`config.mk`:
```
export PLATFORM = sky130hd
export DESIGN_NAME = common_lane_serializer
export DESIGN_NICKNAME = d
export VERILOG_FILES = /design/src/rtl/common_lane_serializer.sv
export SDC_FILE = /design/constraint.sdc
export NUM_CORES = 1
export LEC_CHECK = 0
export ABC_AREA = 1
export BUFFER_PORTS_ARGS = -buffer_cell sky130_fd_sc_hd__buf_2
export CAP_MARGIN = 20
export CORE_MARGIN = 4
export CORE_UTILIZATION = 30
export CTS_CLUSTER_SIZE = 30
export DETAILED_ROUTE_END_ITERATION = 16
export GPL_TIMING_DRIVEN = 1
export PLACE_DENSITY = 0.54
export SYNTH_ARGS = -nofsm -noshare
export SYNTH_HDL_FRONTEND = slang
export SYNTH_SLANG_ARGS = --single-unit
```
`constraint.sdc`:
```
create_clock -name clk -period 2.25 [get_ports clk]
set_clock_uncertainty 0.05 [all_clocks]
set_input_delay 0.225 -clock clk [delete_from_list [all_inputs] [get_ports clk]]
set_output_delay 0.225 -clock clk [all_outputs]
set_load 0.02 [all_outputs]
```
`src/rtl/common_lane_serializer.sv`:
```
// ============================================================================
// common_lane_serializer
//
// Accepts one wide word of up to LANE_COUNT lanes per upstream handshake and
// emits its valid lanes one per cycle, lowest index first, with valid/ready
// flow control on both sides. A new word can be taken on the same cycle the
// last lane of the current word is consumed, so back-to-back words stream
// without a bubble.
//
// Parameters:
//   LANE_WIDTH   bits per lane
//   LANE_COUNT   lanes per input word (at least 1)
//   COUNT_WIDTH  width of the count and index fields (must hold LANE_COUNT)
//
// Ports:
//   clk           clock, all state changes on the rising edge
//   reset         asynchronous active-low reset
//   flush         synchronous drop of the held word
//   prev_i_data   input word, lane k at [k*LANE_WIDTH +: LANE_WIDTH]
//   prev_i_count  number of valid lanes, starting at lane 0
//   prev_i_valid  upstream word valid
//   prev_o_ready  stage can take a word this cycle
//   next_o_data   current lane
//   next_o_index  index of the current lane within its word
//   next_o_last   current lane is the final valid lane of its word
//   next_o_valid  lane valid
//   next_i_ready  downstream accepts the lane
// ============================================================================
module common_lane_serializer #(
    parameter int LANE_WIDTH  = 32,
    parameter int LANE_COUNT  = 4,
    parameter int COUNT_WIDTH = 3
) (
    input  logic                             clk,
    input  logic                             reset,
    input  logic                             flush,
    input  logic [LANE_WIDTH*LANE_COUNT-1:0] prev_i_data,
    input  logic [COUNT_WIDTH-1:0]           prev_i_count,
    input  logic                             prev_i_valid,
    output logic                             prev_o_ready,
    output logic [LANE_WIDTH-1:0]            next_o_data,
    output logic [COUNT_WIDTH-1:0]           next_o_index,
    output logic                             next_o_last,
    output logic                             next_o_valid,
    input  logic                             next_i_ready
);

    typedef enum logic {
        ST_IDLE = 1'b0,
        ST_BUSY = 1'b1
    } state_t;

    localparam logic [COUNT_WIDTH-1:0] MAX_COUNT = COUNT_WIDTH'(LANE_COUNT);
    localparam logic [COUNT_WIDTH-1:0] ONE       = COUNT_WIDTH'(1);

    state_t                           state;
    logic [LANE_WIDTH*LANE_COUNT-1:0] held_data;
    logic [COUNT_WIDTH-1:0]           held_count;
    logic [COUNT_WIDTH-1:0]           lane_index;
    logic [COUNT_WIDTH-1:0]           clamped_count;
    logic                             busy;
    logic                             accept;
    logic                             lane_fire;

    // Oversized counts are clamped to the physical lane count so the index
    // can never walk past the last lane of the held word.
    always_comb begin
        clamped_count = prev_i_count;
        if (prev_i_count > MAX_COUNT) begin
            clamped_count = MAX_COUNT;
        end
    end

    assign busy         = (state == ST_BUSY);
    assign next_o_valid = busy & ~flush;
    assign next_o_index = lane_index;
    // With held_count == 0 the subtraction wraps to all ones, which the
    // index never reaches, so an empty or reset stage never reports last.
    assign next_o_last  = (lane_index == (held_count - ONE));

    // The next_i_ready & next_o_last term lets a new word load on the cycle
    // the final lane leaves; this is a combinational ready-to-ready path.
    assign prev_o_ready = reset & ~flush & (~busy | (next_i_ready & next_o_last));
    assign accept       = prev_i_valid & prev_o_ready;
    assign lane_fire    = next_o_valid & next_i_ready;

    // Select the current lane from the held word. Comparing against each
    // constant lane number avoids indexing with a wider-than-needed index.
    always_comb begin
        next_o_data = '0;
        for (int k = 0; k < LANE_COUNT; k++) begin
            if (lane_index == COUNT_WIDTH'(k)) begin
                next_o_data = held_data[k*LANE_WIDTH +: LANE_WIDTH];
            end
        end
    end

    // Main state register. Flush wins over everything and leaves the data
    // registers untouched; an accept only happens while idle or while the
    // last lane is leaving, so it simply overwrites the finished word.
    // Count-0 words are captured but leave the stage idle.
    always_ff @(posedge clk or negedge reset) begin
        if (!reset) begin
            state      <= ST_IDLE;
            held_data  <= '0;
            held_count <= '0;
            lane_index <= '0;
        end else if (flush) begin
            state      <= ST_IDLE;
            lane_index <= '0;
        end else if (accept) begin
            held_data  <= prev_i_data;
            held_count <= clamped_count;
            lane_index <= '0;
            state      <= (clamped_count != '0) ? ST_BUSY : ST_IDLE;
        end else if (lane_fire) begin
            if (next_o_last) begin
                state <= ST_IDLE;
            end else begin
                lane_index <= lane_index + ONE;
            end
        end
    end

endmodule

```
# After elaboration in Yosys (flattened, before gate mapping)
# Cells that the tools add are included.
[word_totals]
regBits = 135
in_bits = 136
output_inout_bits = 38
wordCells = 42
[op_classes]
n_addsub = 2
magnitude_cmp = 1
eq_ne = 5
muxes = 14
bitwise = 9
n_reduce_logical = 7
[op_table]
columns = ["cell", "n"]
rows = [
  ["two-way mux 32 bit", 4],
  ["two-way mux 3 bit", 5],
  ["nonzero test 3 bit", 3],
  ["bitwise AND 1 bit", 6],
  ["equality test 3 x 2 -> 1 bit, second input constant", 2],
  ["AND reduction 2 bit", 3],
  ["two-way mux 1 bit", 5],
  ["adder 3 x 1 -> 3 bit, second input constant", 1],
  ["equality test 3 x 1 -> 1 bit, second input constant", 1],
  ["equality test 3 bit", 1],
  ["> comparator 3 bit, second input constant", 1],
  ["logical NOT 3 bit", 1],
  ["!= test 3 x 2 -> 1 bit, second input constant", 1],
  ["subtractor 3 x 1 -> 3 bit, second input constant", 1],
  ["inverter 1 bit", 2],
  ["OR 1 bit", 1],
]

# Depth between registers and ports, before layout
# Gate-level depths: netlist (run 1).
[logic_depth]
word_depth = 8
depth_mapped = 14

# Worst setup path after synthesis (run 1)
# OpenSTA, ideal clock, no wires.
[synth_path]
path_type = "reg2out"
start = "register lane_index[0], in the netlist next_o_index[0]"
end = "output port next_o_data[1]"
arrival_ns = 1.950
t_required_ns = 1.975
setup_slack_ns = 0.025
stages_incl_launch_ff = 9
path_cell_list = "dfrtp_1 -> ha_1 -> inv_1 -> nor2_1 -> clkbuf_1 -> nand2_1 -> nand3_1 -> o21ai_0 -> o21ai_0"
[synth_between]
elab_chain_cells = 5
[synth_rtl]
columns = ["item", "line_no", "text"]
rows = [
  ["start, declared", "59", "logic [COUNT_WIDTH-1:0] lane_index;"],
  ["start signal, assigned", "120", "lane_index <= lane_index + ONE;"],
  ["logical NOT 3 bit", "92", "if (lane_index == COUNT_WIDTH'(k)) begin"],
  ["two-way mux 32 bit (3 in series)", "92", ""],
  ["two-way mux 32 bit *", "92", ""],
  ["end, declared", "41", "output logic [LANE_WIDTH-1:0] next_o_data,"],
]
# Mark *: on every way between the ends. The rest lies on a longest branch, timed or not.

# Final worst setup path (run 1)
[layout_path]
start = "register lane_index[0], in the netlist next_o_index[0]"
end = "output port next_o_data[30]"
# The elaborated chain is that of the path after synthesis.

==> flow_metrics.tcl, run 1 <==
set metrics [dict create \
    drt_iter0_markers 527 \
    reg2reg_slack_ns 0.19 \
    hp-start "prev_i_data[66]" \
    final_core_util_pct 43.74 \
    antenna_cells 0 \
    path_class "flip-flop to output port" \
    ir_worst_vdd_mv 0.3525 \
    synth_ff_type "dfrtp_1" \
    ys_top_cells_by_count "nand2_1, dfrtp_1, nand4_1" \
    rr_endpoint "held_data[35]" \
    die_area_um2 25040 \
    gp_congestion 0.7650 \
    setup_viol 32 \
    start_util_pct 30.74 \
    final_cell_area_um2 9634 \
    clk_pin_slew_ns 0.06 \
    power.switching_mw 2.269 \
    antenna_found_initial 1 \
    failed_checks "negative setup slack" \
    die_w_um 158.2 \
    p_sw_share_pct 30.74 \
    synth-edff-count 0 \
    crit_required_ns 1.98 \
    drt_pre_antenna_iters 5 \
    maxCapViolations 0 \
    placed_area_um2 7939 \
    clk_latency_ns 0.42 \
    internal_power_mw 5.112 \
    design.core.area_um2 22030 \
    ys_seq_area_share_pct 49.90 \
    synth.top_cell.area_share_pct 49.90 \
    timing.fmax_ghz 0.4124 \
    post-route-worst-setup-slack_ns -0.1750 \
    final_cells 1348 \
    p_leak_nw 5.014 \
    rows 54 \
    final_nets 1197 \
    dp_hpwl_um 13650 \
    ios 174 \
    clock_sinks 135 \
    via_per_inst 4.976 \
    cts_buffers 17 \
    rsz0062_at_grt "yes" \
    crit_fanout 19 \
    timing.hold.ws_ns 0.01813 \
    synth_seq_cells 135 \
    synth_area_leaders "dfrtp_1, nand2_1, nand4_1" \
    grt_max_degree 136 \
    synth_async_sr_flop_share_pct 100.0 \
    min_delay_path_depth 3 \
    yosys.area.top_type "dfrtp_1" \
    fin_crit_ns 2.425 \
    die_y_um 158.2 \
    htree_levels 4 \
    slew_headroom_pct 43.10 \
    cp.arrival_ns 2.15 \
    ys_warn_count 0 \
    cts_buffer_depth 2 \
    synth_cell_types 21 \
    power_density_nw_per_um2 766.0 \
    routed_wl_um 24030 \
    syn_inst 865 \
    hold_violations 0 \
    dpl.cell_count 1262 \
    pwr-share-clk_pct 36.1 \
    endpoint "next_o_data[30]" \
    track_usage_pct 17.78 \
    detail_route.wl_per_cell_um 17.82 \
    syn-cell-area_um2 6770 \
    grt_pass1_vias 6648 \
    slew_viol_final 0 \
    synth.most_common_cell "nand2_1" \
    drc 0 \
    start_kind "flip-flop" \
    status "complete, but fails checks" \
    cts_tree "yes" \
    worstReg2RegStart "held_count[0]" \
    fillers 2244 \
    startpoint "next_o_index[0]" \
    syn_avg_cell_area_um2 7.827 \
    cts-root-buf "clkbuf_16" \
    grt_first_pass_wirelength_um 35160 \
    via_count 6708 \
    drive_above_1_share_pct 31.09 \
    worstMarginPinSlew_ns 0.8535 \
    finalCritPeriodShare_pct 107.8 \
    r2r_cells 12 \
    end_kind "output port" \
    ant_nets 0 \
    io_buffers 173 \
    synth_fp_nets 1007 \
    combPwrFrac_pct 22.1 \
    seqPwrFrac_pct 41.8 \
    hold_path_class "input port to flip-flop" \
    grt_overflow 0 \
    syn_to_final_growth_pct 42.30 \
]
[logic make-up after synthesis]
group                    Yosys count  share of synthesized area (%)
adder cells (fa/ha/maj)            6                          1.109
AND/OR/NAND/NOR                  560                          36.74
AO/OA/AOI/OAI                     66                          4.916
buffers and inverters             97                          7.208
flip-flops                       135                          49.90
XOR/XNOR                           1                         0.1294
[layer usage]
metal  GRT usage [%]  up-vias  wire, µm
met4           4.630        2       355
met1           24.37     3212     11110
li1                -     3295         -
met2           28.15      175     11250
met5               0        -        13
met3           4.538       24      1292
[power by group through the flow]
stage	registers, mW	logic [mW]	clock network [mW]
5_1_grt	3.13	1.83	2.84
2_1_floorplan	3.03	0.839	0
3_3_place_gp	3.07	1.31	0
4_1_cts	3.05	1.52	2.73
3_5_place_dp	3.08	1.33	0
6_report	3.09	1.63	2.66
[cells in the final DEF, fill, tap and decap left out, drive strengths merged]
cell type	instances
nand4	131
ha	6
nand3	37
nand2	381
clkinv	8
nor2	10
o21ai	64
bufinv	1
xor2	1
buf	209
clkinvlp	3
a21oi	1
dfrtp	135
nor3	1
dlygate4sd3	32
clkbuf	25
inv	21
nand3b	1
o31ai	1
[area by class of cell]
cell class	count	area (µm²)	share of cell area (%)
clock buffers	20	456.7	4.740
repair buffers	246	1972	20.47
flip-flops and latches	135	3379	35.08
multi-input cells	634	3291	34.16
inverters	21	81.33	0.8442
clock inverters	12	103.9	1.078
well taps	280	350.3	3.636
[state kept, by name (all words and copies together) (netlist names)]
| signal | flops |
|---|---|
| held_data | 128 |
| held_count | 3 |
| next_o_index | 3 |
| busy | 1 |
[stage by stage]
step / setup TNS, ns / power (mW) / setup WS [ns]
6_report: -3.228 / 7.380 / -0.1750
5_1_grt: -7.122 / 7.799 / -0.2732
4_1_cts: -3.831 / 7.302 / -0.1428
3_5_place_dp: 0 / 4.413 / 0.1477
3_3_place_gp: 0 / 4.387 / 0.1613
2_1_floorplan: 0 / 3.868 / 0.02461
[critical path: stages, from the launching register on]
cell	delay [ns]
dfrtp_2	0.45
inv_2	0.09
buf_4	0.11
ha_2	0.19
nand2_4	0.13
clkbuf_16	0.25
nand3_1	0.09
o21ai_0	0.08
o21ai_1	0.16
buf_4	0.17
[repair_timing]
item / CTS / global route
hold buffers: 32 / 0
hold endpoints to repair: 166 / 0
setup buffers: 4 / 8
pin swaps: 13 / 39
resized for setup: 101 / 92
cloned: 3 / 7
endpoints found under the setup margin: 33 / 149
[how the worst min path moves through the flow]
stage                     slack (ns)              end
after global routing           0.004   held_data[101]
after detailed placement        0.37  next_o_index[2]
after CTS                     0.0001   held_data[120]
after global placement          0.38  next_o_index[2]
after floorplan                -0.12             busy
final                           0.02    held_data[66]
Power figures use the tool's default switching activity.
==> run 2: changes to the inputs <==
--- a/config.mk
+++ b/config.mk
@@ -5,7 +5,6 @@
 export SDC_FILE = /design/constraint.sdc
 export NUM_CORES = 1
 export LEC_CHECK = 0
-export ABC_AREA = 1
 export BUFFER_PORTS_ARGS = -buffer_cell sky130_fd_sc_hd__buf_2
 export CAP_MARGIN = 20
 export CORE_MARGIN = 4
@@ -13,7 +12,7 @@
 export CTS_CLUSTER_SIZE = 30
 export DETAILED_ROUTE_END_ITERATION = 16
 export GPL_TIMING_DRIVEN = 1
-export PLACE_DENSITY = 0.54
+export PLACE_DENSITY = 0.55
 export SYNTH_ARGS = -nofsm -noshare
 export SYNTH_HDL_FRONTEND = slang
 export SYNTH_SLANG_ARGS = --single-unit
==> flow_metrics.tcl, run 2 <==
set metrics [dict create \
    final_cell_area_um2 11090 \
    rsz0062_at_grt "yes" \
    path_class "flip-flop to flip-flop" \
    hold_violations 0 \
    cts-root-buf "clkbuf_16" \
    ios 174 \
    pwr-share-clk_pct 31.5 \
    yosys.area.top_type "dfrtp_1" \
    power_density_nw_per_um2 833.5 \
    start_util_pct 30.35 \
    largest_register_ffs 128 \
    ys_seq_area_share_pct 53.12 \
    placed_area_um2 7761 \
    die_y_um 153.6 \
    layout_common_cells "buf_2, dfrtp_1, mux2_4" \
    ys_top_cells_by_count "dfrtp_1, mux2_2, o21ai_0" \
    grt_pass1_vias 5814 \
    drive_above_1_share_pct 56.75 \
    setup_tns_ns -15.02 \
    p_sw_share_pct 28.57 \
    ir_worst_vdd_mv 0.4126 \
    syn-cell-area_um2 6360 \
    final_nets 959 \
    die_w_um 153.6 \
    maxCapViolations 0 \
    top_register "held_data" \
    synth_cell_types 32 \
    synth_fp_nets 607 \
    cts_buffer_depth 2 \
    p_leak_nw 5.038 \
    grt_first_pass_wirelength_um 32930 \
    setup_viol 149 \
    io_buffers 173 \
    cts_buffers 17 \
    routed_wl_um 21790 \
    crit_slowest_cell "xnor3_1" \
    synth_ff_type "dfrtp_1" \
    design.core.area_um2 20960 \
    clk_latency_ns 0.41 \
    fin_crit_ns 2.445 \
    cts_tree "yes" \
    finalCritPeriodShare_pct 108.7 \
    failed_checks "negative setup slack" \
    drt_iter0_markers 210 \
    crit_required_ns 2.49 \
    synth.most_common_cell "dfrtp_1" \
    drc 0 \
    crit_top_cell "buf_12" \
    syn_inst 465 \
    gp_congestion 0.7678 \
    post-route-worst-setup-slack_ns -0.1951 \
    synth.top_cell.area_share_pct 53.12 \
    synth-edff-count 0 \
    syn_avg_cell_area_um2 13.68 \
    grt_overflow 0 \
    slew_headroom_pct 53.03 \
    via_per_inst 4.784 \
    syn_to_final_growth_pct 74.38 \
    antenna_found_initial 0 \
    ys_warn_count 0 \
    timing.fmax_ghz 0.4090 \
    rows 53 \
    antenna_cells 0 \
    synth_async_sr_flop_share_pct 100.0 \
    crit_chain "inv_2, ha_4, xnor3_1, nand4_2, a21oi_4, buf_12, buf_16, buf_12, buf_12, mux2_4" \
    end_kind "flip-flop" \
    synth_seq_cells 135 \
    hold_path_class "input port to flip-flop" \
    start_kind "flip-flop" \
    clock_sinks 135 \
    die_area_um2 23590 \
    track_usage_pct 17.83 \
    dp_slack_ns -0.1714 \
    synth_area_leaders "dfrtp_1, mux2_2, mux2_4" \
    power.switching_mw 2.641 \
    grt_max_degree 138 \
    internal_power_mw 6.603 \
    combPwrFrac_pct 32.2 \
    slowest_delay_ns 0.42 \
    dp_hpwl_um 11900 \
    via_count 5286 \
    drt_pre_antenna_iters 4 \
    seqPwrFrac_pct 36.3 \
    status "complete, but fails checks" \
    clk_pin_slew_ns 0.06 \
    detail_route.wl_per_cell_um 19.72 \
    crit_fanout 8 \
    cp.arrival_ns 2.69 \
    final_common_cell "buf_2" \
    slew_viol_final 0 \
    worstMarginPinSlew_ns 0.7046 \
    ant_nets 0 \
    htree_levels 4 \
]
-- run 2: final cells by class --
| class | count | area (µm²) |
|---|---|---|
| Sequential cell | 135 | 3379 |
| Clock inverter | 12 | 166.4 |
| Inverter | 5 | 18.77 |
| Fill cell | 1739 | 9864 |
| Multi-Input combinational cell | 293 | 3307 |
| Clock buffer | 20 | 436.7 |
| Timing Repair Buffer | 365 | 3438 |
| Tap cell | 275 | 344.1 |
-- run 2: logic make-up after synthesis --
family | synth area share [%]
flip-flops | 53.12
multiplexers | 26.26
AO/OA/AOI/OAI | 10.88
AND/OR/NAND/NOR | 3.443
buffers and inverters | 4.348
adder cells (fa/ha/maj) | 1.180
XOR/XNOR | 0.7673
-- run 2: layer usage --
metal | wire [µm] | part of all wire [%] | track usage [%] | vias up
met4 | 328 | 1.5 | 4.920 | 0
met5 | 0 | 0 | 0 | -
met2 | 11270 | 52 | 31.48 | 146
met3 | 851 | 3.9 | 3.912 | 22
met1 | 9348 | 43 | 22.02 | 2675
li1 | - | - | - | 2443
-- run 2: path summary, 6_finish.rpt --
path | startpoint | endpoint | slack [ns] | cells past startpoint
worst max-delay path | held_count[0] | held_data[124] | -0.20 | 10
worst min-delay path | prev_i_data[61] | held_data[61] | 0.02 | 2
worst max register to register | held_count[0] | held_data[124] | -0.20 | 10
worst min register to register | held_data[122] | held_data[122] | 0.46 | 1
max in group asynchronous | reset | held_data[45] | 1.09 | 3
min in group asynchronous | reset | busy | 0.52 | 3
-- run 2: power by group through the flow --
stage / Clock, mW / Combinational [mW] / Sequential (mW)
after detailed placement: 0 / 2.00 / 3.34
after global routing: 3.08 / 3.16 / 3.42
final: 2.91 / 2.98 / 3.36
after CTS: 2.97 / 2.81 / 3.32
after floorplan: 0 / 1.43 / 3.24
after global placement: 0 / 1.96 / 3.32
-- run 2: through the flow --
stage          power (mW)  hold WS (ns)  util [%]  instances
2_1_floorplan       4.665       -0.1206         -        465
3_3_place_gp        5.279        0.3447     37.04        902
3_5_place_dp        5.349        0.3441     37.04        902
4_1_cts             9.104      0.002614     51.65       1099
5_1_grt             9.657    -0.0006890     52.93       1105
6_report            9.244       0.01672     52.93       1105
-- run 2: repair_timing --
item                       CTS  global route
hold buffers               120             2
gates resized for setup    192            72
hold endpoints to repair   254             2
setup endpoints to repair  160           162
setup buffers               30             7
gates cloned                16             7
pin swaps                   11            12
-- run 2: critical path: cells and delay by family (launching register included) --
| kind | cells | cell delay [ns] |
|---|---|---|
| DFF | 1 | 0.38 |
| xor gates and xnor gates | 1 | 0.42 |
| adders and majority gates | 1 | 0.15 |
| buffers and inverters | 5 | 0.60 |
| AOI/OAI and AO/OA | 1 | 0.26 |
| and+or+nand+nor | 1 | 0.17 |
| muxes | 1 | 0.31 |
==> run 3: changes to the inputs <==
--- a/config.mk
+++ b/config.mk
@@ -12,7 +12,7 @@
 export CTS_CLUSTER_SIZE = 30
 export DETAILED_ROUTE_END_ITERATION = 16
 export GPL_TIMING_DRIVEN = 1
-export PLACE_DENSITY = 0.55
+export HOLD_SLACK_MARGIN = 0.03
 export SYNTH_ARGS = -nofsm -noshare
 export SYNTH_HDL_FRONTEND = slang
 export SYNTH_SLANG_ARGS = --single-unit
==> flow_metrics.tcl, run 3 (same netlist as run 2, synthesis figures left out) <==
set metrics [dict create \
    final_common_cell "buf_2" \
    dp_hpwl_um 11870 \
    rows 53 \
    slew_headroom_pct 57.15 \
    via_per_inst 4.707 \
    status "complete, but fails checks" \
    clk_pin_slew_ns 0.06 \
    post-route-worst-setup-slack_ns -0.1952 \
    drive_above_1_share_pct 52.91 \
    grt_max_degree 119 \
    worstMarginPinSlew_ns 0.6428 \
    die_y_um 153.6 \
    die_area_um2 23590 \
    final_cell_area_um2 10200 \
    final_nets 936 \
    maxCapViolations 0 \
    startpoint "next_o_index[0]" \
    pwr-share-clk_pct 33.5 \
    gp_congestion 0.7914 \
    r2r_cells 8 \
    start_util_pct 30.35 \
    die_w_um 153.6 \
    antenna_cells 0 \
    power.switching_mw 2.550 \
    min_delay_path_depth 3 \
    crit_required_ns 1.98 \
    seqPwrFrac_pct 37.2 \
    detail_route.wl_per_cell_um 17.84 \
    ios 174 \
    failed_checks "negative setup slack" \
    cts_buffer_depth 2 \
    start_kind "flip-flop" \
    syn_to_final_growth_pct 60.46 \
    setup_viol 32 \
    cp.arrival_ns 2.17 \
    timing.hold.ws_ns 0.05670 \
    finalCritPeriodShare_pct 108.7 \
    hold_violations 0 \
    cts_tree "yes" \
    drc 0 \
    drt_iter0_markers 189 \
    cts-root-buf "clkbuf_16" \
    slew_viol_final 0 \
    fin_crit_ns 2.445 \
    power_density_nw_per_um2 871.4 \
    io_buffers 173 \
    hp-start "prev_i_count[0]" \
    grt_overflow 0 \
    path_class "flip-flop to output port" \
    internal_power_mw 6.343 \
    track_usage_pct 16.45 \
    hold_path_class "input port to flip-flop" \
    combPwrFrac_pct 29.4 \
    drt_pre_antenna_iters 4 \
    final_cells 1082 \
    clock_sinks 135 \
    via_count 5093 \
    timing.fmax_ghz 0.4090 \
    antenna_found_initial 0 \
    layout_common_cells "buf_2, dfrtp_1, dlygate4sd3_1" \
    p_leak_nw 4.535 \
    crit_fanout 10 \
    ant_nets 0 \
    p_sw_share_pct 28.68 \
    grt_first_pass_wirelength_um 30640 \
    cts_buffers 17 \
    ir_worst_vdd_mv 0.4735 \
    rsz0062_at_grt "yes" \
    end_kind "output port" \
    grt_pass1_vias 5605 \
    worstReg2RegStart "held_count[0]" \
    top_register "held_data" \
    design.core.area_um2 20960 \
    dpl.cell_count 912 \
    largest_register_ffs 128 \
    placed_area_um2 7861 \
    clk_latency_ns 0.41 \
    routed_wl_um 19300 \
    htree_levels 4 \
]
run 3: worst max-delay path, cell delays in order, from the launching register on:
cell     delay, ns
dfrtp_2       0.43
ha_2          0.21
nor3b_4       0.18
buf_6         0.17
buf_12        0.14
a221o_1       0.19
o21ai_2       0.08
o21ai_2       0.20
buf_6         0.16
run 3: worst paths after layout:
kind                                   end  slack (ns)
min in group asynchronous    held_data[55]        0.22
min                          held_count[0]        0.06
max reg2reg                 held_data[107]        0.09
max in group asynchronous    held_data[14]        1.01
min reg2reg                  held_data[65]        0.44
max                        next_o_data[20]       -0.20
run 3: routing by layer:
layer  GRT usage, %  vias up  routed length (µm)
li1               -     2378                   -
met1          20.71     2550                8232
met2          28.70      146               10020
met3          3.771       19                 829
met4          3.995        0                 223
met5              0        -                   0
run 3: final cells by class:
type	count	area [µm²]
Fill cell	1843	10750
Sequential cell	135	3379
Multi-Input combinational cell	291	2968
Timing Repair Buffer	344	2868
Clock buffer	18	439.2
Tap cell	275	344.1
Clock inverter	14	187.7
Inverter	5	18.77
run 3: repair_timing:
action,4_1_cts,5_1_grt
pin swaps,6,10
buffers inserted,4,0
hold endpoints to repair,151,0
setup endpoints to repair,34,69
hold buffers,132,0
resized for setup,95,38
gates cloned,2,0
run 3: through the flow:
stage / power (mW) / setup TNS, ns / util [%] / worst slack [ns]
3_3_place_gp: 5.313 / 0 / 37.51 / 0.04212
6_report: 8.893 / -2.897 / 48.70 / -0.1952
4_1_cts: 8.819 / -4.619 / 48.00 / -0.1663
5_1_grt: 9.334 / -6.252 / 48.70 / -0.2794
3_5_place_dp: 5.358 / 0 / 37.51 / 0.001849
2_1_floorplan: 4.665 / 0 / - / 0.004803
run 3: power by group through the flow:
stage	sequential, mW	clock, mW	combinational [mW]
finish	3.30	2.97	2.61
global route	3.38	3.16	2.80
CTS	3.30	3.05	2.47
detailed placement	3.33	0	2.03
global placement	3.31	0	2.00
floorplan	3.24	0	1.43
